$ cat src/rtl/pair_hmm_pkg.sv
// Shared types for the Pair-HMM floating-point scheduling blocks.
// Operand bundle and scheduler state encoding used by mult_add_scheduler.
package pair_hmm_pkg;

  localparam int FP_W = 64;

  typedef enum logic [1:0] {
    IDLE,
    ISSUE,
    WAIT,
    RESP
  } sched_state_e;

  typedef struct packed {
    logic [FP_W-1:0] lml;
    logic [FP_W-1:0] lmr;
    logic [FP_W-1:0] rml;
    logic [FP_W-1:0] rmr;
  } ma_operands_t;

endpackage

$ cat src/rtl/rr_arbiter.sv
// Combinational round-robin arbiter: searches upward from pointer+1 with wrap-around.
// Zero latency; grant is all-zero when no request is present.
module rr_arbiter #(
  parameter int NUM_REQ = 2,
  localparam int IDX_W = $clog2(NUM_REQ)
) (
  input  logic [NUM_REQ-1:0] req,
  input  logic [IDX_W-1:0]   pointer,
  output logic [NUM_REQ-1:0] grant,
  output logic [IDX_W-1:0]   index
);

  logic             found;
  logic [IDX_W-1:0] cand;

  always_comb begin
    grant = '0;
    index = '0;
    found = 1'b0;
    cand  = '0;
    for (int i = 1; i <= NUM_REQ; i++) begin
      cand = IDX_W'((int'(pointer) + i) % NUM_REQ);
      if (!found && req[cand]) begin
        found       = 1'b1;
        grant[cand] = 1'b1;
        index       = cand;
      end
    end
  end

endmodule

$ cat src/rtl/mult_add_scheduler.sv
// Time-shares one MULT_ADD unit between NUM_REQ requesters with round-robin grant.
// Accept->issue 1 cycle, done->response 1 cycle; one operation in flight, watchdog on WAIT.
module mult_add_scheduler
  import pair_hmm_pkg::*;
#(
  parameter int NUM_REQ        = 2,
  parameter int TIMEOUT_CYCLES = 255
) (
  input  logic                    clk,
  input  logic                    reset,
  input  logic [NUM_REQ-1:0]      req_valid,
  output logic [NUM_REQ-1:0]      req_ready,
  input  logic [NUM_REQ*FP_W-1:0] req_lml,
  input  logic [NUM_REQ*FP_W-1:0] req_lmr,
  input  logic [NUM_REQ*FP_W-1:0] req_rml,
  input  logic [NUM_REQ*FP_W-1:0] req_rmr,
  output logic [NUM_REQ-1:0]      resp_valid,
  output logic [FP_W-1:0]         resp_result,
  output logic                    resp_err,
  output logic                    ma_input_valid,
  output logic [FP_W-1:0]         ma_lml,
  output logic [FP_W-1:0]         ma_lmr,
  output logic [FP_W-1:0]         ma_rml,
  output logic [FP_W-1:0]         ma_rmr,
  input  logic [FP_W-1:0]         ma_result,
  input  logic                    ma_done,
  output logic                    busy,
  output logic                    timeout_flag
);

  localparam int IDX_W = $clog2(NUM_REQ);
  localparam int WD_W  = $clog2(TIMEOUT_CYCLES + 1);

  sched_state_e       state_q;
  logic [IDX_W-1:0]   ptr_q;
  logic [IDX_W-1:0]   gidx_q;
  ma_operands_t       ops_q;
  logic [WD_W-1:0]    wd_q;
  logic [WD_W-1:0]    wd_d;
  logic [FP_W-1:0]    res_q;
  logic               err_q;
  logic               issue_q;
  logic [NUM_REQ-1:0] resp_vld_q;
  logic               flag_q;

  logic [NUM_REQ-1:0] arb_grant;
  logic [IDX_W-1:0]   arb_idx;
  ma_operands_t       sel_ops;

  rr_arbiter #(.NUM_REQ(NUM_REQ)) u_arb (
    .req     (req_valid),
    .pointer (ptr_q),
    .grant   (arb_grant),
    .index   (arb_idx)
  );

  always_comb begin
    sel_ops.lml = req_lml[int'(arb_idx)*FP_W +: FP_W];
    sel_ops.lmr = req_lmr[int'(arb_idx)*FP_W +: FP_W];
    sel_ops.rml = req_rml[int'(arb_idx)*FP_W +: FP_W];
    sel_ops.rmr = req_rmr[int'(arb_idx)*FP_W +: FP_W];
  end

  assign wd_d = wd_q + WD_W'(1);

  always_ff @(posedge clk) begin
    if (reset) begin
      state_q    <= IDLE;
      ptr_q      <= IDX_W'(NUM_REQ - 1);
      gidx_q     <= '0;
      ops_q      <= '0;
      wd_q       <= '0;
      res_q      <= '0;
      err_q      <= 1'b0;
      issue_q    <= 1'b0;
      resp_vld_q <= '0;
      flag_q     <= 1'b0;
    end else begin
      issue_q    <= 1'b0;
      resp_vld_q <= '0;
      case (state_q)
        IDLE: begin
          if (|req_valid) begin
            ops_q   <= sel_ops;
            gidx_q  <= arb_idx;
            issue_q <= 1'b1;
            state_q <= ISSUE;
          end
        end
        ISSUE: begin
          wd_q    <= '0;
          state_q <= WAIT;
        end
        WAIT: begin
          // A done arriving on the watchdog's final cycle still counts as a normal completion.
          if (ma_done) begin
            res_q      <= ma_result;
            err_q      <= 1'b0;
            resp_vld_q <= NUM_REQ'(1) << gidx_q;
            state_q    <= RESP;
          end else if (wd_d == WD_W'(TIMEOUT_CYCLES)) begin
            res_q      <= '0;
            err_q      <= 1'b1;
            flag_q     <= 1'b1;
            resp_vld_q <= NUM_REQ'(1) << gidx_q;
            state_q    <= RESP;
          end else begin
            wd_q <= wd_d;
          end
        end
        RESP: begin
          ptr_q   <= gidx_q;
          state_q <= IDLE;
        end
        default: state_q <= IDLE;
      endcase
    end
  end

  assign req_ready      = (state_q == IDLE) ? arb_grant : '0;
  assign busy           = (state_q != IDLE);
  assign ma_input_valid = issue_q;
  assign ma_lml         = ops_q.lml;
  assign ma_lmr         = ops_q.lmr;
  assign ma_rml         = ops_q.rml;
  assign ma_rmr         = ops_q.rmr;
  assign resp_valid     = resp_vld_q;
  assign resp_result    = res_q;
  assign resp_err       = err_q;
  assign timeout_flag   = flag_q;

endmodule

$ cat config.mk
export PLATFORM = sky130hd
export DESIGN_NAME = mult_add_scheduler
export DESIGN_NICKNAME = d
export VERILOG_FILES = /design/src/rtl/pair_hmm_pkg.sv /design/src/rtl/rr_arbiter.sv /design/src/rtl/mult_add_scheduler.sv
export SDC_FILE = /design/constraint.sdc
export NUM_CORES = 1
export LEC_CHECK = 0
export CORE_AREA = 2 2 352 354
export CTS_CLUSTER_DIAMETER = 80
export CTS_CLUSTER_SIZE = 16
export DETAILED_ROUTE_END_ITERATION = 8
export DIE_AREA = 0 0 354 356
export GPL_ROUTABILITY_DRIVEN = 0
export PLACE_DENSITY = 0.42
export SLEW_MARGIN = 30
export SYNTH_ARGS = -nofsm -noshare
export SYNTH_HDL_FRONTEND = slang
export SYNTH_SLANG_ARGS = --single-unit
$ cat constraint.sdc
create_clock -name clk -period 1.8 [get_ports clk]
set_clock_uncertainty 0.2 [all_clocks]
set_input_delay 0.36 -clock clk [delete_from_list [all_inputs] [get_ports clk]]
set_output_delay 0.36 -clock clk [all_outputs]
set_load 0.1 [all_outputs]
==> impl_metrics.csv, run 1 <==
group,metric,value,unit
run_status,status,"finished, violations left",
run_status,violations,"setup timing",
yosys,synth_ff_type,"dfxtp_1",
worst_setup_path,r2r-start,"state_q[0]",
sta,maxSlewHeadroom,67.69,%
global_routing,grt_overflow,0,
worst_setup_path,path_class,"flop to output port",
floorplanning,initial_core_util,11.48,%
worst_setup_path,required,1.24,ns
worst_hold_path,hold_end,"resp_result[8]",
clock_network,insertion_delay,0.57,ns
worst_setup_path,cp-end-kind,"output port",
power,leakage,0.01346,µW
global_routing,antenna_found_initial,13,
worst_setup_path,ff2ff_setup_slack,-0.38,ns
sta,holdWs,0.1259,ns
detailed_routing,drcViolationCount,0,
detailed_routing,wl_per_cell,21.93,µm
final_layout,syn2layout_area_growth,154.6,%
yosys,synth.area.mux_share,0.07106,%
global_routing,grt_pass1_wl,136.8,mm
clock_network,cts_inserted_buffers,34,
clock_network,cts_root_buffer,"clkbuf_16",
yosys,async_reset_ff_share,0,%
detailed_routing,drt-initial-drc-count,880,
sta,min_period,2.229,ns
floorplanning,die-area,126000,µm²
final_layout,final_core_util,29.23,%
clock_network,clockBufferDepth,3,
worst_hold_path,hold_start,"ma_result[8]",
power,ir_drop,1.168,mV
worst_setup_path,path_max_fanout,2,
global_routing,grt.total_usage,14.89,%
worst_setup_path,worst_r2r_endpoint,"ma_lmr[14]",
yosys,synth_top_cells_by_area,"dfxtp_1 48%, a311oi_1 16%, nand2_1 16%",
sta,clock.fmax,448.7,MHz
yosys,syn_inst,1816,
floorplanning,fp.coreArea,122700,µm²
final_layout,fin_nets,3492,
yosys,synth_top_family_by_area,"simple AND/OR/NAND/NOR gates",
floorplanning,dieWidth,354,µm
worst_setup_path,start_kind,"flop",
final_layout,finalInstanceArea,35860,µm²
placement,dp_hpwl,69.87,mm
worst_setup_path,reg2regPathDepth,13,
power,total_power,72280,µW
worst_setup_path,critPathMaxStageDelay,0.32,ns
clock_network,clk_pin_slew,0.08,ns
yosys,syn_avg_cell_area,7.757,µm²
yosys,synth_common_cells,"585 x nand2_1, 337 x dfxtp_1, 264 x nor2_1",
sta,finalCritPeriodShare,123.8,%
yosys,synth_top_area_share,47.89,%
yosys,yosys_warnings,0,
worst_hold_path,min_path_type,"input pin to flop",
yosys,synthAdderAreaFrac,0.5330,%
sta,worst_slack,-0.4287,ns
worst_setup_path,arrival,1.67,ns
clock_network,cts_max_level,2,
detailed_routing,wirelength,100.4,mm
yosys,synth-xor-area-share,0.2576,%
floorplanning,die_y,356,µm
yosys,synth_compound_area_share,21.68,%
yosys,syn_nets,2403,
yosys,yosys.area_share.simple,24.01,%
global_routing,grt_max_degree,46,
yosys,synth_most_common_cell,"nand2_1",
sta,setup_viol,337,
detailed_routing,vias,18090,
yosys,ys_types,41,
placement,pre_cts_ws,-0.5474,ns
floorplanning,pin_count,909,
global_routing,grt_pass1_vias,18580,
clock_network,cts_tree,"done",
run,max-cap-violations,0,
sta,final_hold_viol_count,0,
yosys,netlist_area,14090,µm²
yosys,ys_seq_area_share,47.89,%
floorplanning,rows,129,
detailed_routing,ant_nets,0,
placement,place_area,29600,µm²
worst_setup_path,path_cells,"inv_2 > ha_4 > clkinvlp_4 > buf_6 > nor2_4 > buf_12",
yosys,synth_edf_count,0,
sta,maxSlewViolCount,0,
detailed_routing,viasPerCell,3.951,
worst_hold_path,holdPathStages,3,
final_layout,final_layout_size_suffix_gt1_share,37.47,%
yosys,synth_area_leader_cell,"dfxtp_1",
yosys,synth-seq-cells,337,
power,powerDensity,2016,nW/µm²
detailed_routing,dr.pass1.iters,5,
placement,io_buffer_count,908,
sta,rsz0062_at_grt,"true",
clock_network,cts.sinks,337,
sta,tightest_slew,0.4831,ns
worst_setup_path,crit_slowest_cell,"dfxtp_2",
what timing repair did:
item,in CTS,in global routing
pin swaps,63,94
cloned,60,11
setup endpoints to repair,399,475
gates resized for setup,416,260
buffers inserted,78,49
hold buffers,1,0
hold endpoints to repair,4,0
final cells by class:
cell class	instances	area [µm²]
Timing Repair Buffer	1223	17160
Tap cell	1637	2048
Fill cell	12820	86810
Multi-Input combinational cell	1299	8446
Antenna cell	12	30.03
Clock inverter	21	280.3
Sequential cell	337	6894
Inverter	10	41.29
Clock buffer	40	957.2
worst max-delay path by stage:
stage / slack, ns / cells after the start / to / startpoint
after floorplan: -0.46 / 4 / req_ready[1] / state_q[1]
after global placement: -0.55 / 7 / ma_lmr[44] / req_valid[0]
after detailed placement: -0.55 / 7 / ma_lmr[44] / req_valid[0]
after CTS: -0.53 / 6 / req_ready[1] / state_q[0]
after global routing: -0.54 / 6 / req_ready[1] / state_q[0]
final: -0.43 / 6 / req_ready[1] / state_q[0]
critical path: cells and delay by family, from the launching register on:
family / cells / cell delay, ns
buffers and inverters: 4 / 0.51
adder cells (fa/ha/maj): 1 / 0.15
flip-flops: 1 / 0.32
AND/OR/NAND/NOR: 1 / 0.10
power breakdown:
part	internal [µW]	switching, µW	total [µW]
Combinational	21500	29200	50700
Sequential	10100	3170	13200
Clock	4610	3750	8360
Total	36100	36200	72300
through the flow:
step / TNS [ns] / instances
detailed placement: -133.87 / 4352
global placement: -131.27 / 4352
finish: -72.60 / 4579
CTS: -75.88 / 4549
floorplan: -112.28 / 1816
global route: -106.37 / 4577
cells in the final DEF, fill, tap and decap left out, drive strengths merged, types with 2 or more instances in the layout:
master           n
a21oi           71
a311oi         256
a31oi            6
and3             3
buf            632
bufinv           5
clkbuf          50
clkdlybuf4s50  579
clkinv           5
clkinvlp         7
dfxtp          337
diode           12
ha               6
inv             14
nand2          585
nand3           14
nand3b           2
nor2           266
nor3             3
o21ai           67
o31a             4
o31ai            2
or3              3
logic make-up after synthesis:
kind of cell / count (synthesis)
and+or+nand+nor: 881
AOI/OAI and AO/OA: 407
xor gates and xnor gates: 2
buffers and inverters: 182
muxes: 1
adders and majority gates: 6
DFF: 337
state kept, by name (all words and copies together) (netlist names):
register        flops
ma_lmr             64
wd_q                8
ptr_q               1
resp_valid          2
timeout_flag        1
ma_rml             64
state_q             2
ma_rmr             64
ma_lml             64
resp_err            1
gidx_q              1
ma_input_valid      1
resp_result        64
metal layers:
layer | routed length, µm | track usage (%)
met1 | 41000 | 17.95
met2 | 49350 | 25.30
met3 | 7836 | 4.942
met4 | 2243 | 3.881
met5 | 0 | 0
(Power assumes the default switching activity.)
==> inputs of run 2 (changes only) <==
GPL_TIMING_DRIVEN = 0   (was not set)
clock period = 1.9 ns   (was 1.8 ns; I/O delays follow)
==> run 2 against run 1 <==
Hold slack improved by 0.0079 ns. Via count decreased by 0.35%. Utilization decreased by 4.4 points. Highest routed layer is now met5. The flow still finishes with violations (setup timing). Global-route usage increased by 0.84 points.
==> impl_metrics.csv, run 2 (synthesized netlist as in run 1, its figures left out) <==
group,metric,value,unit
floorplanning,initial_core_util,11.48,%
sta,maxSlewHeadroom,37.61,%
clock_network,cts_root_buffer,"clkbuf_16",
worst_setup_path,cp-end-kind,"flop",
sta,finalCritPeriodShare,119.0,%
power,clkPwrFrac,13.3,%
final_layout,final_cell_mix,"582 x nand2_1, 578 x clkdlybuf4s50_1, 307 x dfxtp_1",
placement,dp_hpwl,79.27,mm
global_routing,antenna_found_initial,13,
sta,final_hold_viol_count,0,
detailed_routing,vias,18030,
worst_setup_path,arrival,2.56,ns
final_layout,fin_nets,3450,
worst_hold_path,holdPathStages,3,
power,power_frac_comb,67.8,%
detailed_routing,wl_per_cell,23.37,µm
clock_network,insertion_delay,0.58,ns
sta,setup_tns,-80.74,ns
detailed_routing,wirelength,106.0,mm
final_layout,n_fill_cell,13500,
global_routing,grt_overflow,0,
power,powerDensity,2010,nW/µm²
floorplanning,dieWidth,354,µm
clock_network,cts_tree,"done",
floorplanning,die-area,126000,µm²
sta,setup_viol,402,
power,ir_drop,0.9486,mV
sta,clock.fmax,442.1,MHz
global_routing,grt_pass1_wl,142.3,mm
clock_network,cts.sinks,337,
worst_setup_path,path_class,"flop to flop",
clock_network,clockBufferDepth,3,
power,seqPwrFrac,18.9,%
power,total_power,61190,µW
global_routing,grt_max_degree,17,
run_status,status,"finished, violations left",
sta,maxSlewViolCount,0,
detailed_routing,drcViolationCount,0,
sta,min_period,2.262,ns
worst_hold_path,min_path_type,"input pin to flop",
clock_network,cts_inserted_buffers,35,
detailed_routing,ant_nets,0,
detailed_routing,drt-initial-drc-count,968,
sta,rsz0062_at_grt,"true",
power,leakage,0.01178,µW
detailed_routing,viasPerCell,3.975,
floorplanning,fp.coreArea,122700,µm²
power,internal-power,27570,µW
final_layout,final_layout_size_suffix_gt1_share,34.51,%
final_layout,syn2layout_area_growth,116.2,%
floorplanning,rows,129,
sta,worst_slack,-0.3619,ns
run_status,violations,"setup timing",
worst_setup_path,path_max_fanout,5,
final_layout,layout_commonest_cell,"nand2_1",
worst_setup_path,start_kind,"flop",
sta,tightest_slew,0.9358,ns
power,switching_share,54.94,%
run,max-cap-violations,0,
floorplanning,pin_count,909,
worst_setup_path,reg2regPathDepth,12,
floorplanning,die_y,356,µm
placement,io_buffer_count,907,
global_routing,grt_pass1_vias,18080,
power,switchingPower,33620,µW
detailed_routing,dr.pass1.iters,4,
clock_network,clk_pin_slew,0.08,ns
clock_network,cts_max_level,2,
worst_setup_path,required,2.19,ns
global_routing,grt.total_usage,15.74,%
-- run 2: cell count changes in the layout (fill, tap and decap cells not counted), sizes merged, moves of 2 or more --
cell and delta:
inv -2, clkinv +6, buf -156, clkinvlp -3
diode -3, clkbuf +115
-- run 2: what timing repair did --
| action | CTS | global route |
|---|---|---|
| pin swaps | 188 | 111 |
| setup buffers | 59 | 27 |
| gates cloned | 43 | 11 |
| hold buffers | 0 | 0 |
| endpoints found under the setup margin | 663 | 454 |
| resized for setup | 2104 | 317 |
-- run 2: metrics by stage --
stage / area [µm²] / hold slack [ns] / util, % / setup WS, ns / instances
detailed placement: 24970 / 0.2585 / 20.35 / -1.685 / 4361
global route: 30450 / 0.1116 / 24.82 / -0.4331 / 4534
global placement: 25330 / 0.2516 / 20.65 / -2.014 / 4360
floorplan: 14200 / 0.2385 / - / -0.3783 / 1816
CTS: 29440 / 0.07937 / 24.00 / -0.4359 / 4524
finish: 30450 / 0.1337 / 24.82 / -0.3619 / 4535
-- run 2: critical path: stages (launching register included) --
cell,delay [ns]
dfxtp_4,0.37
inv_4,0.06
ha_4,0.15
clkinvlp_4,0.12
buf_6,0.14
nor2_4,0.14
buf_12,0.17
buf_8,0.14
buf_16,0.15
buf_12,0.11
buf_12,0.12
nor2_1,0.04
a311oi_1,0.21
-- run 2: final cells by class --
cell class	instances	area, µm²	share of cell area (%)
inverters	10	46.29	0.1520
multi-input cells	1299	8213	26.97
diodes	9	22.52	0.07396
well taps	1637	2048	6.727
clock buffers	40	935.9	3.074
flip-flops and latches	337	6799	22.33
repair buffers	1017	10330	33.92
plain buffers	163	1700	5.584
clock inverters	23	355.3	1.167
-- run 2: path summary, 6_finish.rpt --
check                  startpoint               to  slack, ns
hold / removal      ma_result[58]  resp_result[58]       0.13
setup / recovery       state_q[1]       ma_rmr[10]      -0.36
hold reg to reg   resp_result[33]  resp_result[33]       0.26
setup reg to reg       state_q[1]       ma_rmr[10]      -0.36
-- run 2: power by group through the flow --
stage          Clock, µW  Combinational (µW)  Sequential, µW
2_1_floorplan          0                6400           26200
3_3_place_gp           0               31900           11000
3_5_place_dp           0               31300           11000
4_1_cts             8450               40900           11300
5_1_grt             8680               43000           11800
6_report            8170               41500           11600
-- run 2: metal layers --
layer  part of all wire, %  global-route usage (%)  vias to the layer above
met3                   7.9                   4.988                      100
met2                    50                   27.42                      648
met1                    40                   18.70                     8820
li1                      -                       -                     8456
met5                 0.022                       0                        -
met4                   2.4                   3.737                        4
==> inputs of run 3 (changes only) <==
CORE_AREA = 2 2 350 352   (was 2 2 352 354)
DIE_AREA = 0 0 352 354   (was 0 0 354 356)
PLACE_DENSITY = 0.43   (was 0.42)
SLEW_MARGIN = 5   (was 30)
SYNTH_HIERARCHICAL = 1   (was not set)
==> run 3 against run 2 <==
The flow still finishes with violations (setup timing). Sequential share of layout area hardly changed. Wire length is 11% lower. Die area is 1.1% lower. Cell area is 0.62% lower. Cell count is 10% lower. Setup slack better by 0.11 ns. Clock-buffer cell count is 6 higher. Synthesized cell count is 23% lower. Largest cell class unchanged. Largest power group unchanged. Highest routed layer unchanged.
==> impl_metrics.csv, run 3 <==
group,metric,value,unit
final_layout,finalNonFillerCells,4064,
detailed_routing,vias,14960,
global_routing,grt_max_degree,18,
sta,worst_slack,-0.2485,ns
clock_network,cts_root_buffer,"clkbuf_16",
yosys,synth_area_leader_cell,"dfxtp_1",
final_layout,fin_nets,2992,
yosys,netlist_area,13940,µm²
sta,tightest_slew,1.114,ns
sta,setup_viol,606,
run_status,status,"finished, violations left",
worst_setup_path,arrival,1.57,ns
global_routing,grt_pass1_wl,128.7,mm
clock_network,clockBufferDepth,3,
clock_network,cts_max_level,2,
yosys,ys_types,44,
detailed_routing,drt-initial-drc-count,526,
final_layout,final_core_util,25.03,%
yosys,syn_inst,1393,
sta,maxSlewViolCount,0,
yosys,syn_nets,1980,
global_routing,grt_pass1_vias,15730,
worst_setup_path,critPathMaxStageDelay,0.51,ns
yosys,synth_common_cells,"337 x dfxtp_1, 265 x nor2_1, 259 x a211oi_1",
clock_network,cts_inserted_buffers,36,
yosys,yosys_warnings,6,
yosys,synth-seq-cells,337,
placement,pre_cts_ws,-2.723,ns
yosys,synth_most_common_cell,"dfxtp_1",
sta,min_period,2.148,ns
worst_setup_path,r2r-start,"wd_q[1]",
worst_hold_path,min_path_type,"input pin to flop",
power,ir_drop,0.8301,mV
worst_setup_path,crit_buf_inv,1,
detailed_routing,ant_nets,0,
detailed_routing,wl_per_cell,23.24,µm
yosys,synth_ff_type,"dfxtp_1",
floorplanning,rows,128,
floorplanning,initial_core_util,11.53,%
yosys,ys_seq_area_share,48.40,%
final_layout,n_fill_cell,12970,
sta,clock.fmax,465.4,MHz
floorplanning,die-area,124600,µm²
floorplanning,dieWidth,352,µm
worst_setup_path,worstSetupStartpoint,"ma_rml[59]",
clock_network,cts_tree,"done",
sta,final_hold_viol_count,0,
placement,io_buffer_count,908,
final_layout,finalInstanceArea,30260,µm²
power,powerDensity,1731,nW/µm²
yosys,synth_edf_count,0,
sta,maxSlewHeadroom,25.71,%
sta,finalCritPeriodShare,113.1,%
placement,placedCellCount,3926,
final_layout,syn2layout_area_growth,117.1,%
worst_setup_path,start_kind,"flop",
clock_network,clk_pin_slew,0.08,ns
power,total_power,52390,µW
worst_setup_path,cp-end-kind,"output port",
floorplanning,fp.coreArea,120900,µm²
power,leakage,0.01102,µW
global_routing,antenna_found_initial,18,
yosys,synth_top_area_share,48.40,%
yosys,synth_top_cells_by_area,"dfxtp_1 48%, mux2i_1 18%, a211oi_1 14%",
detailed_routing,dr.pass1.iters,4,
clock_network,ctsHoldBuffers,0,
floorplanning,die_y,354,µm
floorplanning,pin_count,909,
worst_setup_path,path_max_fanout,2,
worst_setup_path,required,1.32,ns
final_layout,final_cell_mix,"579 x clkdlybuf4s50_1, 326 x dfxtp_1, 245 x clkdlybuf4s15_2",
worst_setup_path,path_delay_family,"buffers and inverters",
placement,dp_hpwl,74.50,mm
yosys,syn_avg_cell_area,10.01,µm²
final_layout,final_layout_size_suffix_gt1_share,32.06,%
detailed_routing,wirelength,94.45,mm
clock_network,insertion_delay,0.60,ns
global_routing,grt_overflow,0,
worst_setup_path,path_cells,"buf_2",
worst_hold_path,hold_start,"req_valid[1]",
worst_setup_path,path_class,"flop to output port",
placement,place_area,25310,µm²
sta,rsz0062_at_grt,"true",
detailed_routing,drcViolationCount,0,
run,max-cap-violations,0,
detailed_routing,viasPerCell,3.682,
clock_network,cts.sinks,337,
global_routing,grt.total_usage,14.71,%
worst_setup_path,crit_slowest_cell,"buf_2",
yosys,async_reset_ff_share,0,%
run_status,violations,"setup timing",
final_layout,layout_commonest_cell,"clkdlybuf4s50_1",
[run 3: changes by cell type after synthesis, moves of 30 or more]
| cell | before | now |
|---|---|---|
| nand2_1 | 585 | 7 |
| a211oi_1 | 0 | 259 |
| a311oi_1 | 256 | 0 |
| mux2i_1 | 1 | 257 |
| a21oi_1 | 70 | 8 |
| a22o_1 | 0 | 60 |
| o21ai_1 | 58 | 0 |
| buf_2 | 37 | 7 |
[run 3: cell families (layout without fill, tap and decap cells)]
logic type	count (synthesis)	after routing	synth area share [%]
AO/OA/AOI/OAI	353	353	19.74
adder cells (fa/ha/maj)	6	6	0.5385
buffers and inverters	138	1175	4.102
flip-flops	337	337	48.40
multiplexers	258	258	18.54
other	0	9	0
AND/OR/NAND/NOR	301	301	8.689
[run 3: power breakdown]
group	leakage [µW]	internal [µW]	switching (µW)
clock network	0.000595	4110	3560
registers	0.00279	9200	1430
logic	0.00763	10400	23700
total	0.0110	23700	28700
[run 3: area by class of cell]
type | instances | area (µm²) | share of cell area [%]
repair buffers | 976 | 10490 | 34.66
multi-input cells | 918 | 7859 | 25.97
flip-flops and latches | 337 | 6768 | 22.36
well taps | 1625 | 2033 | 6.719
plain buffers | 128 | 1823 | 6.024
clock buffers | 46 | 988.4 | 3.266
clock inverters | 17 | 242.7 | 0.8021
inverters | 8 | 36.28 | 0.1199
diodes | 9 | 22.52 | 0.07442
[run 3: path summary, 6_finish.rpt]
kind                          end  slack (ns)  depth (start not counted)
hold reg to reg   resp_result[51]        0.28                          1
hold / removal     ma_input_valid        0.16                          3
setup / recovery       ma_rml[59]       -0.25                          1
setup reg to reg  resp_result[48]       -0.25                          9
[run 3: per-layer routing]
layer	wire, µm	share of wire (%)	GRT usage [%]
met4	2293	2.4	4.215
met2	47310	50	25.81
met5	50	0.053	0
met1	36930	39	16.66
met3	7863	8.3	5.314
[run 3: timing repair]
item / 4_1_cts / 5_1_grt
cloned: 28 / 1
buffers inserted: 40 / 1
endpoints found under the setup margin: 663 / 617
pin swaps: 90 / 61
resized for setup: 1704 / 80
[run 3: per-stage QoR]
| step | TNS [ns] | hold WS, ns |
|---|---|---|
| final | -98.13 | 0.1574 |
| after detailed placement | -588.18 | 0.2553 |
| after floorplan | -89.29 | 0.2366 |
| after global routing | -157.61 | 0.1236 |
| after CTS | -140.97 | 0.1026 |
| after global placement | -588.47 | 0.2574 |
